--- src/rtl/wide_add_ctrl_pkg.sv ---
// Shared types and constants for the word-serial wide adder.
package wide_add_ctrl_pkg;

  localparam int unsigned WORD_W = 16;

  typedef enum logic [1:0] {
    IDLE = 2'd0,
    RUN  = 2'd1,
    DONE = 2'd2
  } state_t;

endpackage

--- src/rtl/adder_16bit.sv ---
// Single-word ripple adder shared across all operand words.
module adder_16bit
  import wide_add_ctrl_pkg::*;
(
  input  logic [WORD_W-1:0] i_a,
  input  logic [WORD_W-1:0] i_b,
  input  logic              i_cin,
  output logic [WORD_W-1:0] o_sum_c,
  output logic              o_cout_c
);

  assign {o_cout_c, o_sum_c} = (WORD_W+1)'(i_a) + (WORD_W+1)'(i_b) + (WORD_W+1)'(i_cin);

endmodule

--- src/rtl/wide_add_ctrl.sv ---
// Word-serial add/subtract of two NUM_WORDS x 16-bit operands, LS word first.
module wide_add_ctrl
  import wide_add_ctrl_pkg::*;
#(
  parameter int unsigned NUM_WORDS = 4
) (
  input  logic                        clk,
  input  logic                        n_rst,
  input  logic                        start,
  input  logic                        sub,
  input  logic [WORD_W*NUM_WORDS-1:0] op_a,
  input  logic [WORD_W*NUM_WORDS-1:0] op_b,
  output logic                        busy,
  output logic                        done,
  output logic [WORD_W*NUM_WORDS-1:0] result,
  output logic                        overflow
);

  localparam int unsigned DATA_W = WORD_W * NUM_WORDS;
  localparam int unsigned IDX_W  = $clog2(NUM_WORDS);

  state_t              r_state, w_state_nxt;
  logic [IDX_W-1:0]    r_idx, w_idx_nxt;
  logic                r_carry, w_carry_nxt;
  logic                r_sub, w_sub_nxt;
  logic [DATA_W-1:0]   r_a, w_a_nxt;
  logic [DATA_W-1:0]   r_b, w_b_nxt;
  logic [DATA_W-1:0]   r_result, w_result_nxt;
  logic                r_overflow, w_overflow_nxt;
  logic                r_busy, w_busy_nxt;
  logic                r_done, w_done_nxt;

  logic [WORD_W-1:0]   w_a_words [NUM_WORDS];
  logic [WORD_W-1:0]   w_b_words [NUM_WORDS];
  logic [WORD_W-1:0]   w_a_word, w_b_word, w_sum;
  logic                w_cout;

  for (genvar g = 0; g < NUM_WORDS; g++) begin : g_words
    assign w_a_words[g] = r_a[g*WORD_W +: WORD_W];
    assign w_b_words[g] = r_b[g*WORD_W +: WORD_W];
  end

  // Subtraction is A + ~B + 1; the +1 comes from the carry preset at capture.
  assign w_a_word = w_a_words[r_idx];
  assign w_b_word = r_sub ? ~w_b_words[r_idx] : w_b_words[r_idx];

  adder_16bit u_adder (
    .i_a      (w_a_word),
    .i_b      (w_b_word),
    .i_cin    (r_carry),
    .o_sum_c  (w_sum),
    .o_cout_c (w_cout)
  );

  // State register.
  always_ff @(posedge clk) begin
    if (!n_rst) r_state <= IDLE;
    else        r_state <= w_state_nxt;
  end

  // Next-state and datapath-next logic.
  always_comb begin
    w_state_nxt    = r_state;
    w_idx_nxt      = r_idx;
    w_carry_nxt    = r_carry;
    w_sub_nxt      = r_sub;
    w_a_nxt        = r_a;
    w_b_nxt        = r_b;
    w_result_nxt   = r_result;
    w_overflow_nxt = r_overflow;

    case (r_state)
      IDLE: begin
        if (start) begin
          w_a_nxt        = op_a;
          w_b_nxt        = op_b;
          w_sub_nxt      = sub;
          w_carry_nxt    = sub;
          w_idx_nxt      = '0;
          w_result_nxt   = '0;
          w_overflow_nxt = 1'b0;
          w_state_nxt    = RUN;
        end
      end
      RUN: begin
        for (int i = 0; i < NUM_WORDS; i++) begin
          if (r_idx == IDX_W'(i)) w_result_nxt[i*WORD_W +: WORD_W] = w_sum;
        end
        w_carry_nxt = w_cout;
        if (r_idx == IDX_W'(NUM_WORDS - 1)) begin
          w_overflow_nxt = w_cout;
          w_idx_nxt      = '0;
          w_state_nxt    = DONE;
        end else begin
          w_idx_nxt = r_idx + IDX_W'(1);
        end
      end
      DONE:    w_state_nxt = IDLE;
      default: w_state_nxt = IDLE;
    endcase

    w_busy_nxt = (w_state_nxt != IDLE);
    w_done_nxt = (w_state_nxt == DONE);
  end

  // Datapath and output registers.
  always_ff @(posedge clk) begin
    if (!n_rst) begin
      r_idx      <= '0;
      r_carry    <= 1'b0;
      r_sub      <= 1'b0;
      r_a        <= '0;
      r_b        <= '0;
      r_result   <= '0;
      r_overflow <= 1'b0;
      r_busy     <= 1'b0;
      r_done     <= 1'b0;
    end else begin
      r_idx      <= w_idx_nxt;
      r_carry    <= w_carry_nxt;
      r_sub      <= w_sub_nxt;
      r_a        <= w_a_nxt;
      r_b        <= w_b_nxt;
      r_result   <= w_result_nxt;
      r_overflow <= w_overflow_nxt;
      r_busy     <= w_busy_nxt;
      r_done     <= w_done_nxt;
    end
  end

  assign busy     = r_busy;
  assign done     = r_done;
  assign result   = r_result;
  assign overflow = r_overflow;

endmodule

--- config.mk ---
export PLATFORM = sky130hd
export DESIGN_NAME = wide_add_ctrl
export DESIGN_NICKNAME = d
export VERILOG_FILES = /design/src/rtl/wide_add_ctrl_pkg.sv /design/src/rtl/adder_16bit.sv /design/src/rtl/wide_add_ctrl.sv
export SDC_FILE = /design/constraint.sdc
export NUM_CORES = 1
export LEC_CHECK = 0
export BUFFER_PORTS_ARGS = -buffer_cell sky130_fd_sc_hd__buf_2
export CAP_MARGIN = 20
export CORE_MARGIN = 2
export CORE_UTILIZATION = 35
export CTS_BUF_LIST = sky130_fd_sc_hd__clkbuf_2
export DETAILED_ROUTE_END_ITERATION = 12
export PLACE_DENSITY_LB_ADDON = 0.1
export SYNTH_ARGS = -nofsm -noshare
export SYNTH_HDL_FRONTEND = slang
export SYNTH_SLANG_ARGS = --single-unit
--- constraint.sdc ---
create_clock -name clk -period 6.8 [get_ports clk]
set_clock_uncertainty 0.1 [all_clocks]
set_input_delay 1.36 -clock clk [delete_from_list [all_inputs] [get_ports clk]]
set_output_delay 1.36 -clock clk [all_outputs]
set_load 0.005 [all_outputs]
Word level (Yosys, flattened, before mapping)

Cells that the tools add are included.

Register bits after elaboration: 201
Bits of input ports: 132
Output and inout port bits: 67
Logic and storage cells: 63

Add/subtract/negate cells: 3
Magnitude comparators: 1
Equal/unequal tests: 10
Mux-type cells: 24
Bitwise gates (word level): 2
Reduce and logical (&&, ||, !) cells: 10

Operators by type and width:

| kind                                           | number |
|---|---|
| two-way mux 16 bit                             | 9 |
| case mux 64 bit (2 select lines)               | 1 |
| binary-select mux 16 bit (select 2 bit)        | 2 |
| two-way mux 64 bit                             | 1 |
| adder 16 x 16 -> 17 bit                        | 1 |
| adder 17 x 1 -> 17 bit                         | 1 |
| NOT 16 bit                                     | 1 |
| AND reduction 3 bit                            | 4 |
| != test 2 bit (second input constant)          | 5 |
| two-way mux 2 bit                              | 4 |
| case mux 2 bit (2 select lines)                | 2 |
| == test 2 bit (second input constant)          | 3 |
| == test 2 x 1 -> 1 bit (second input constant) | 2 |
| logical NOT 2 bit                              | 2 |
| case mux 1 bit (2 select lines)                | 2 |
| AND reduction 2 bit                            | 2 |
| nonzero test 2 bit                             | 2 |
| >= comparator 3 bit (second input constant)    | 1 |
| two-way mux 1 bit                              | 3 |
| NOT 2 -> 3 bit                                 | 1 |
| adder 2 x 1 -> 2 bit (second input constant)   | 1 |

Logic depth before layout (Yosys ltp)

Gate-level depths: netlist of run 1.

Depth in word-level cells: 10
Mapped depth: 13
Gate-level depth less buffers: 10

Modules after synthesis

From an unflattened synthesis of run 1, not the netlist that was laid out.

Cells, all modules: 916
Area total of the unflattened synthesis: 8983.6 µm²

Modules (own cells, without submodules):

| module        | times used | cells each | area each (µm²) | sequential area each (µm²) |
|---|---|---|---|---|
| wide_add_ctrl | 1          | 815        | 8192.9          | 4023.9 |
| adder_16bit   | 1          | 101        | 790.8           | 0.0 |

Worst setup path after synthesis of run 1

Ideal clock, no wire load.

Path kind: register -> register
From: reg r_idx[0]
To: reg r_result[12], in the netlist result[12]
Setup time: 117 ps
Arrival time: 3469 ps
Required time: 6583 ps
Slack: 3115 ps
Stages on the path, launching flop included: 13
Buffers on the path: 2
Period minus slack after synthesis: 3685 ps
Path through: dfxtp_1 -> buf_2 -> buf_2 -> mux4_2 -> xnor2_1 -> fa_1 -> fa_1 -> nor2b_4 -> o2111a_1 -> nor2_1 -> o2111ai_1 -> o2111ai_2 -> a22o_1

Cells in the longest elaborated chain, start to end: 10
Elaborated cells between the ends (all ways): 16

RTL lines:

| element                                               | line                                     | RTL |
|---|---|---|
| start: declaration                                    | wide_add_ctrl.sv:23                      | `logic [IDX_W-1:0] r_idx, w_idx_nxt;` |
| start signal: assignment                              | wide_add_ctrl.sv:119                     | `r_idx <= w_idx_nxt;` |
| NOT 2 -> 3 bit (not written as such)                  | wide_add_ctrl.sv:44, wide_add_ctrl.sv:45 |  |
| binary-select mux 16 bit (select 2 bit)               | wide_add_ctrl.sv:45                      | `assign w_b_word = r_sub ? ~w_b_words[r_idx] : w_b_words[r_idx];` |
| two-way mux 16 bit (not written as such) (2 in a row) | wide_add_ctrl.sv:45                      |  |
| NOT 16 bit                                            | wide_add_ctrl.sv:45                      |  |
| two-way mux 16 bit                                    | wide_add_ctrl.sv:45                      |  |
| adder 16 x 16 -> 17 bit                               | adder_16bit.sv:12                        | `assign {o_cout_c, o_sum_c} = (WORD_W+1)'(i_a) + (WORD_W+1)'(i_b) + (WORD_W+1)'(i_cin);` |
| adder 17 x 1 -> 17 bit                                | adder_16bit.sv:12                        |  |
| two-way mux 16 bit                                    | wide_add_ctrl.sv:87                      | `if (r_idx == IDX_W'(i)) w_result_nxt[i*WORD_W +: WORD_W] = w_sum;` |
| case mux 64 bit (2 select lines)                      | wide_add_ctrl.sv:72                      | `case (r_state)` |
| end signal: assignment                                | wide_add_ctrl.sv:124                     | `r_result <= w_result_nxt;` |
| end: declaration                                      | wide_add_ctrl.sv:28                      | `logic [DATA_W-1:0] r_result, w_result_nxt;` |

Several ways; a longest one is shown, not always the timed one. The select of a mux whose other input is x is not followed.
A chain may end at the register's enable or synchronous reset.

Final worst setup path of run 1

From: reg r_idx[0]
To: reg r_result[30], in the netlist result[30]

Same word-level chain as after synthesis.

==> results_dict.tcl, run 1 <==
set metrics [dict create \
    dieWidth_um 162 \
    antenna_left 0 \
    setup-tns-final_ns 0 \
    grt_max_degree 131 \
    setup_viol 0 \
    place_ws_ns 2.57 \
    yosys.area_share.simple 0.178 \
    tightest_slew_ns 0.965 \
    crit_cells 10 \
    die_area_sq_um 26200 \
    synth_seq_cells 201 \
    power.density_nw_per_um2 242 \
    synth.cell_area_sq_um 8720 \
    firstDrtPassIters 5 \
    grt_pass1_vias 7269 \
    run_status "finished clean" \
    vias_per_cell 4.91 \
    slowest_delay_ns 0.98 \
    yosysMostFrequentCell "nand2_1" \
    ys_warn_count 0 \
    rsz0062_at_grt "false" \
    final_nets 1336 \
    finalCritPeriodShare 0.625 \
    core_area_sq_um 24400 \
    cts_inserted_buffers 52 \
    hold_path_class "reg -> reg" \
    finalHoldViolCount 0 \
    cp_cell_sequence "buf_4 > mux4_2 > xor2_1 > inv_1 > fa_1 > nor2b_4 > o2111a_1 > o211ai_2 > a311oi_1 > o21ai_1" \
    ys_top_cells_by_area "dfxtp_1 46%, nand2_1 13%, a21oi_1 8.7%" \
    hold_buffers 0 \
    r2r_cells 10 \
    drive_gt1_frac 0.279 \
    min_period_ns 4.25 \
    synth_top_family_by_area "simple AND/OR/NAND/NOR gates" \
    cp_top_family "compound AO/OA/AOI/OAI gates" \
    pwr-share-clk 0.327 \
    antenna_found_initial 2 \
    track_usage 0.191 \
    intPower_w 0.00175 \
    dp_hpwl_um 17900 \
    drc_errors 0 \
    h-tree-depth 2 \
    synth_top_area_cell "dfxtp_1" \
    drt-initial-drc-count 460 \
    pwr-share-comb 0.163 \
    globalplace.congestion 0.794 \
    synth_edf_count 0 \
    cts_root_buf "clkbuf_2" \
    core.rowCount 57 \
    crit_buf_inv 2 \
    clk_path_buf_depth 3 \
    chipHeight_um 162 \
    max_slew_margin 0.357 \
    post-cts-setup-buffers 0 \
    synth.area.mux_share 0.0895 \
    synthXorXnorAreaFrac 0.0250 \
    synthCells 993 \
    startpoint_type "flip-flop" \
    seqPwrFrac 0.510 \
    synthAdderAreaFrac 0.0318 \
    sw_frac_of_total 0.303 \
    setup_slack_ns 2.55 \
    grt_pass1_wl_um 39600 \
    ys_types 56 \
    synth_ff_type "dfxtp_1" \
    finalCoreUtilization 0.424 \
    worstPathArrival_ns 4.79 \
    wl_per_cell_um 16.6 \
    yosysSeqAreaShare 0.461 \
    syn_to_final_growth_pct 18.6 \
    boundaryPins 199 \
    clk_latency_ns 0.79 \
    numClockSinks 201 \
    ir_worst_vdd_uv 94.3 \
    ys_top_cells_by_count "298 x nand2_1, 201 x dfxtp_1, 152 x a21oi_1, 35 x buf_2, 32 x mux4_2" \
    critical_path_class "reg -> reg" \
    max_freq_mhz 235 \
    end_kind "flip-flop" \
    yosysTopAreaCellShare 0.461 \
    finalMaxSlewViolations 0 \
    initial_core_util 0.358 \
    hold_depth 2 \
    crit_required_ns 7.34 \
    cpMaxStageDelayCell "dfxtp_2" \
    syn_nets 1146 \
    cts-resized-gates 0 \
    cp_max_fo 29 \
    overflow 0 \
    async_flop_share 0 \
    vias 7573 \
    switchingPower_w 0.000760 \
    leakage_nw 4.49 \
    tritoncts "yes" \
    synth-compound-area-share 0.173 \
    portBuffers 198 \
    fill_cells 2601 \
    drt-total-wl_um 25500 \
    maxCapViolCount 0 \
    path_clk_slew_ns 0.10 \
    avgSynthCellArea_sq_um 8.78 \
    hold_slack_ns 0.353 \
]
-- logic make-up after synthesis --
family	Yosys count
compound gates	247
xor+xnor	24
fa+ha+maj	21
buf+inv	83
flops	201
mux	38
simple gates	379
-- power groups by stage --
| stage | Combinational [W] | Clock [W] | Sequential, W |
|---|---|---|---|
| after detailed placement | 0.000410 | 0 | 0.00131 |
| after CTS | 0.000411 | 0.000855 | 0.00128 |
| final | 0.000408 | 0.000819 | 0.00128 |
| after global placement | 0.000409 | 0 | 0.00131 |
| after floorplan | 0.000282 | 0 | 0.00129 |
| after global routing | 0.000452 | 0.000919 | 0.00129 |
-- stage by stage --
stage	area, sq um	power (W)	cells
floorplan	8720	0.00157	993
global placement	9880	0.00171	1452
detailed placement	9880	0.00172	1452
CTS	10300	0.00255	1538
global route	10300	0.00266	1540
finish	10300	0.00251	1541
-- worst register-to-register path: cells and delay by family, from the launching register on --
kind	cells	cell delay, ns
compound gates	4	1.19
flops	1	0.98
mux	1	0.53
fa+ha+maj	1	0.49
buf+inv	2	0.46
xor+xnor	1	0.20
simple gates	1	0.15
-- sequential cells by signal, summed over array words and instances, names as in the netlist, 2 cells and up --
| signal | flops |
|---|---|
| r_a | 64 |
| r_b | 64 |
| r_idx | 2 |
| r_state | 2 |
| result | 64 |
-- area by class of cell --
| class | instances | area (sq um) | area share |
|---|---|---|---|
| clock inverters | 4 | 41.3 | 0.00399 |
| multi-input cells | 709 | 4340 | 0.420 |
| flip-flops and latches | 201 | 4030 | 0.389 |
| diodes | 2 | 5.00 | 0.000484 |
| repair buffers | 206 | 1060 | 0.103 |
| clock buffers | 82 | 410 | 0.0397 |
| well taps | 324 | 405 | 0.0392 |
| inverters | 13 | 51.3 | 0.00496 |
-- metal layers --
| layer | vias up | track usage | routed length, um | share of wire |
|---|---|---|---|---|
| met5 | - | 0 | 0 | 0 |
| met3 | 24 | 0.0403 | 1340 | 0.053 |
| li1 | 3833 | - | - | - |
| met4 | 0 | 0.0487 | 287 | 0.011 |
| met2 | 201 | 0.298 | 11600 | 0.45 |
| met1 | 3515 | 0.268 | 12300 | 0.48 |
-- layout by cell type, fill, tap and decap left out, drive strengths merged, types with 6 or more instances in the layout --
cell,synthesis,final
nand2b,9,9
nand2,298,298
nand3,18,18
ha,19,19
mux2i,6,6
a21oi,154,154
mux4,32,32
xor2,19,19
a22o,25,25
inv,12,12
o22ai,12,12
o21ai,20,20
nor2,28,28
buf,42,206
clkbuf,28,82
o211ai,6,6
dfxtp,201,201
a21o,6,6
-- worst paths after layout --
kind / start / endpoint / slack, ns
max reg2reg: r_idx[0] / result[30] / 2.55
min: result[50] / result[50] / 0.35
min reg2reg: result[50] / result[50] / 0.35
max: r_idx[0] / result[30] / 2.55
(Power assumes the default switching activity.)
==> run 2: changes to the inputs <==
Clock period 6.8 ns to 4.3 ns, I/O delays scaled along.
==> results_dict.tcl, run 2 (synthesized netlist as in run 1, its figures left out) <==
set metrics [dict create \
    drive_gt1_frac 0.275 \
    vias_per_cell 4.92 \
    startpoint_type "flip-flop" \
    fin_cells 1551 \
    tritoncts "yes" \
    drc_errors 0 \
    leakage_nw 4.51 \
    maxCapViolCount 0 \
    grt_max_degree 142 \
    numClockSinks 201 \
    vias 7629 \
    finalCritPeriodShare 0.854 \
    firstDrtPassIters 5 \
    drt-total-wl_um 25200 \
    crit_required_ns 4.87 \
    min_period_ns 3.67 \
    setup_viol 0 \
    antenna_left 0 \
    setup-tns-final_ns 0 \
    dpl_cell_area_sq_um 9940 \
    post-cts-setup-buffers 0 \
    power.density_nw_per_um2 378 \
    track_usage 0.187 \
    cts_root_buf "clkbuf_2" \
    h-tree-depth 2 \
    chipHeight_um 162 \
    drt-initial-drc-count 563 \
    final_nets 1342 \
    hold_buffers 0 \
    regArea_sq_um 4030 \
    dieWidth_um 162 \
    cts-resized-gates 0 \
    worstPathArrival_ns 4.24 \
    max_freq_mhz 272 \
    grt_pass1_wl_um 39200 \
    max_slew_margin 0.442 \
    globalplace.congestion 0.837 \
    portBuffers 198 \
    fill_cells 2610 \
    die_area_sq_um 26200 \
    ir_worst_vdd_uv 135 \
    layout_commonest_cell "nand2_1" \
    design_area_sq_um 10400 \
    dp_hpwl_um 18300 \
    antenna_found_initial 1 \
    overflow 0 \
    critical_path_class "reg -> reg" \
    grt_pass1_vias 7460 \
    wl_per_cell_um 16.2 \
    cts_inserted_buffers 53 \
    tightest_slew_ns 0.838 \
    initial_core_util 0.358 \
    hold_path_class "in -> reg" \
    core_area_sq_um 24400 \
    finalMaxSlewViolations 0 \
    syn_to_final_growth_pct 19.4 \
    core.rowCount 57 \
    path_clk_slew_ns 0.11 \
    setup_slack_ns 0.628 \
    multiInputGateArea_sq_um 4340 \
    clk_latency_ns 0.79 \
    end_kind "flip-flop" \
    clk_path_buf_depth 3 \
    finalHoldViolCount 0 \
    hold_slack_ns 0.197 \
    final_cell_mix "298 x nand2_1, 199 x dfxtp_1, 198 x buf_2" \
    placed_cells 1457 \
    run_status "finished clean" \
    boundaryPins 199 \
    place_ws_ns 0.680 \
    cp_max_fo 10 \
    rsz0062_at_grt "false" \
]
-- run 2: critical path: stages, from the launching register on --
cell and delay, ns:
dfxtp_2 0.54, mux4_2 0.56, xnor2_1 0.16, fa_1 0.43, fa_1 0.45, nor2b_4 0.15, o2111a_1 0.25, o211ai_1 0.16
o21ai_1 0.20, xor2_1 0.37, a22o_1 0.19
-- run 2: metal layers --
metal | vias to the layer above | routed length [um] | track usage
met4 | 0 | 478 | 0.0551
met5 | - | 0 | 0
met2 | 213 | 11400 | 0.301
li1 | 3836 | - | -
met1 | 3531 | 11900 | 0.255
met3 | 49 | 1360 | 0.0378
-- run 2: final cells by class --
class | instances | area share
antenna | 4 | 0.000961
clock buffer | 72 | 0.0346
clock inverter | 17 | 0.00889
inverter | 13 | 0.00493
multi-input combinational | 709 | 0.417
sequential | 201 | 0.387
tap | 324 | 0.0389
timing repair buffer | 211 | 0.108
-- run 2: final timing paths --
check / cells after the start / start / slack [ns] / to
worst max-delay path: 10 / r_idx[0] / 0.63 / result[58]
worst min-delay path: 3 / op_a[26] / 0.20 / r_a[26]
worst max register to register: 10 / r_idx[0] / 0.63 / result[58]
worst min register to register: 2 / result[48] / 0.35 / result[48]
-- run 2: through the flow --
stage                util  power (W)
floorplan               -    0.00248
finish              0.427    0.00394
detailed placement  0.408    0.00272
global placement    0.408    0.00272
CTS                 0.426    0.00400
global route        0.427    0.00418
-- run 2: report_power, final --
group          internal [W]  switching, W  leakage [nW]
registers           0.00196     0.0000602          1.64
clock network      0.000509      0.000755         0.343
logic              0.000261      0.000395          2.52
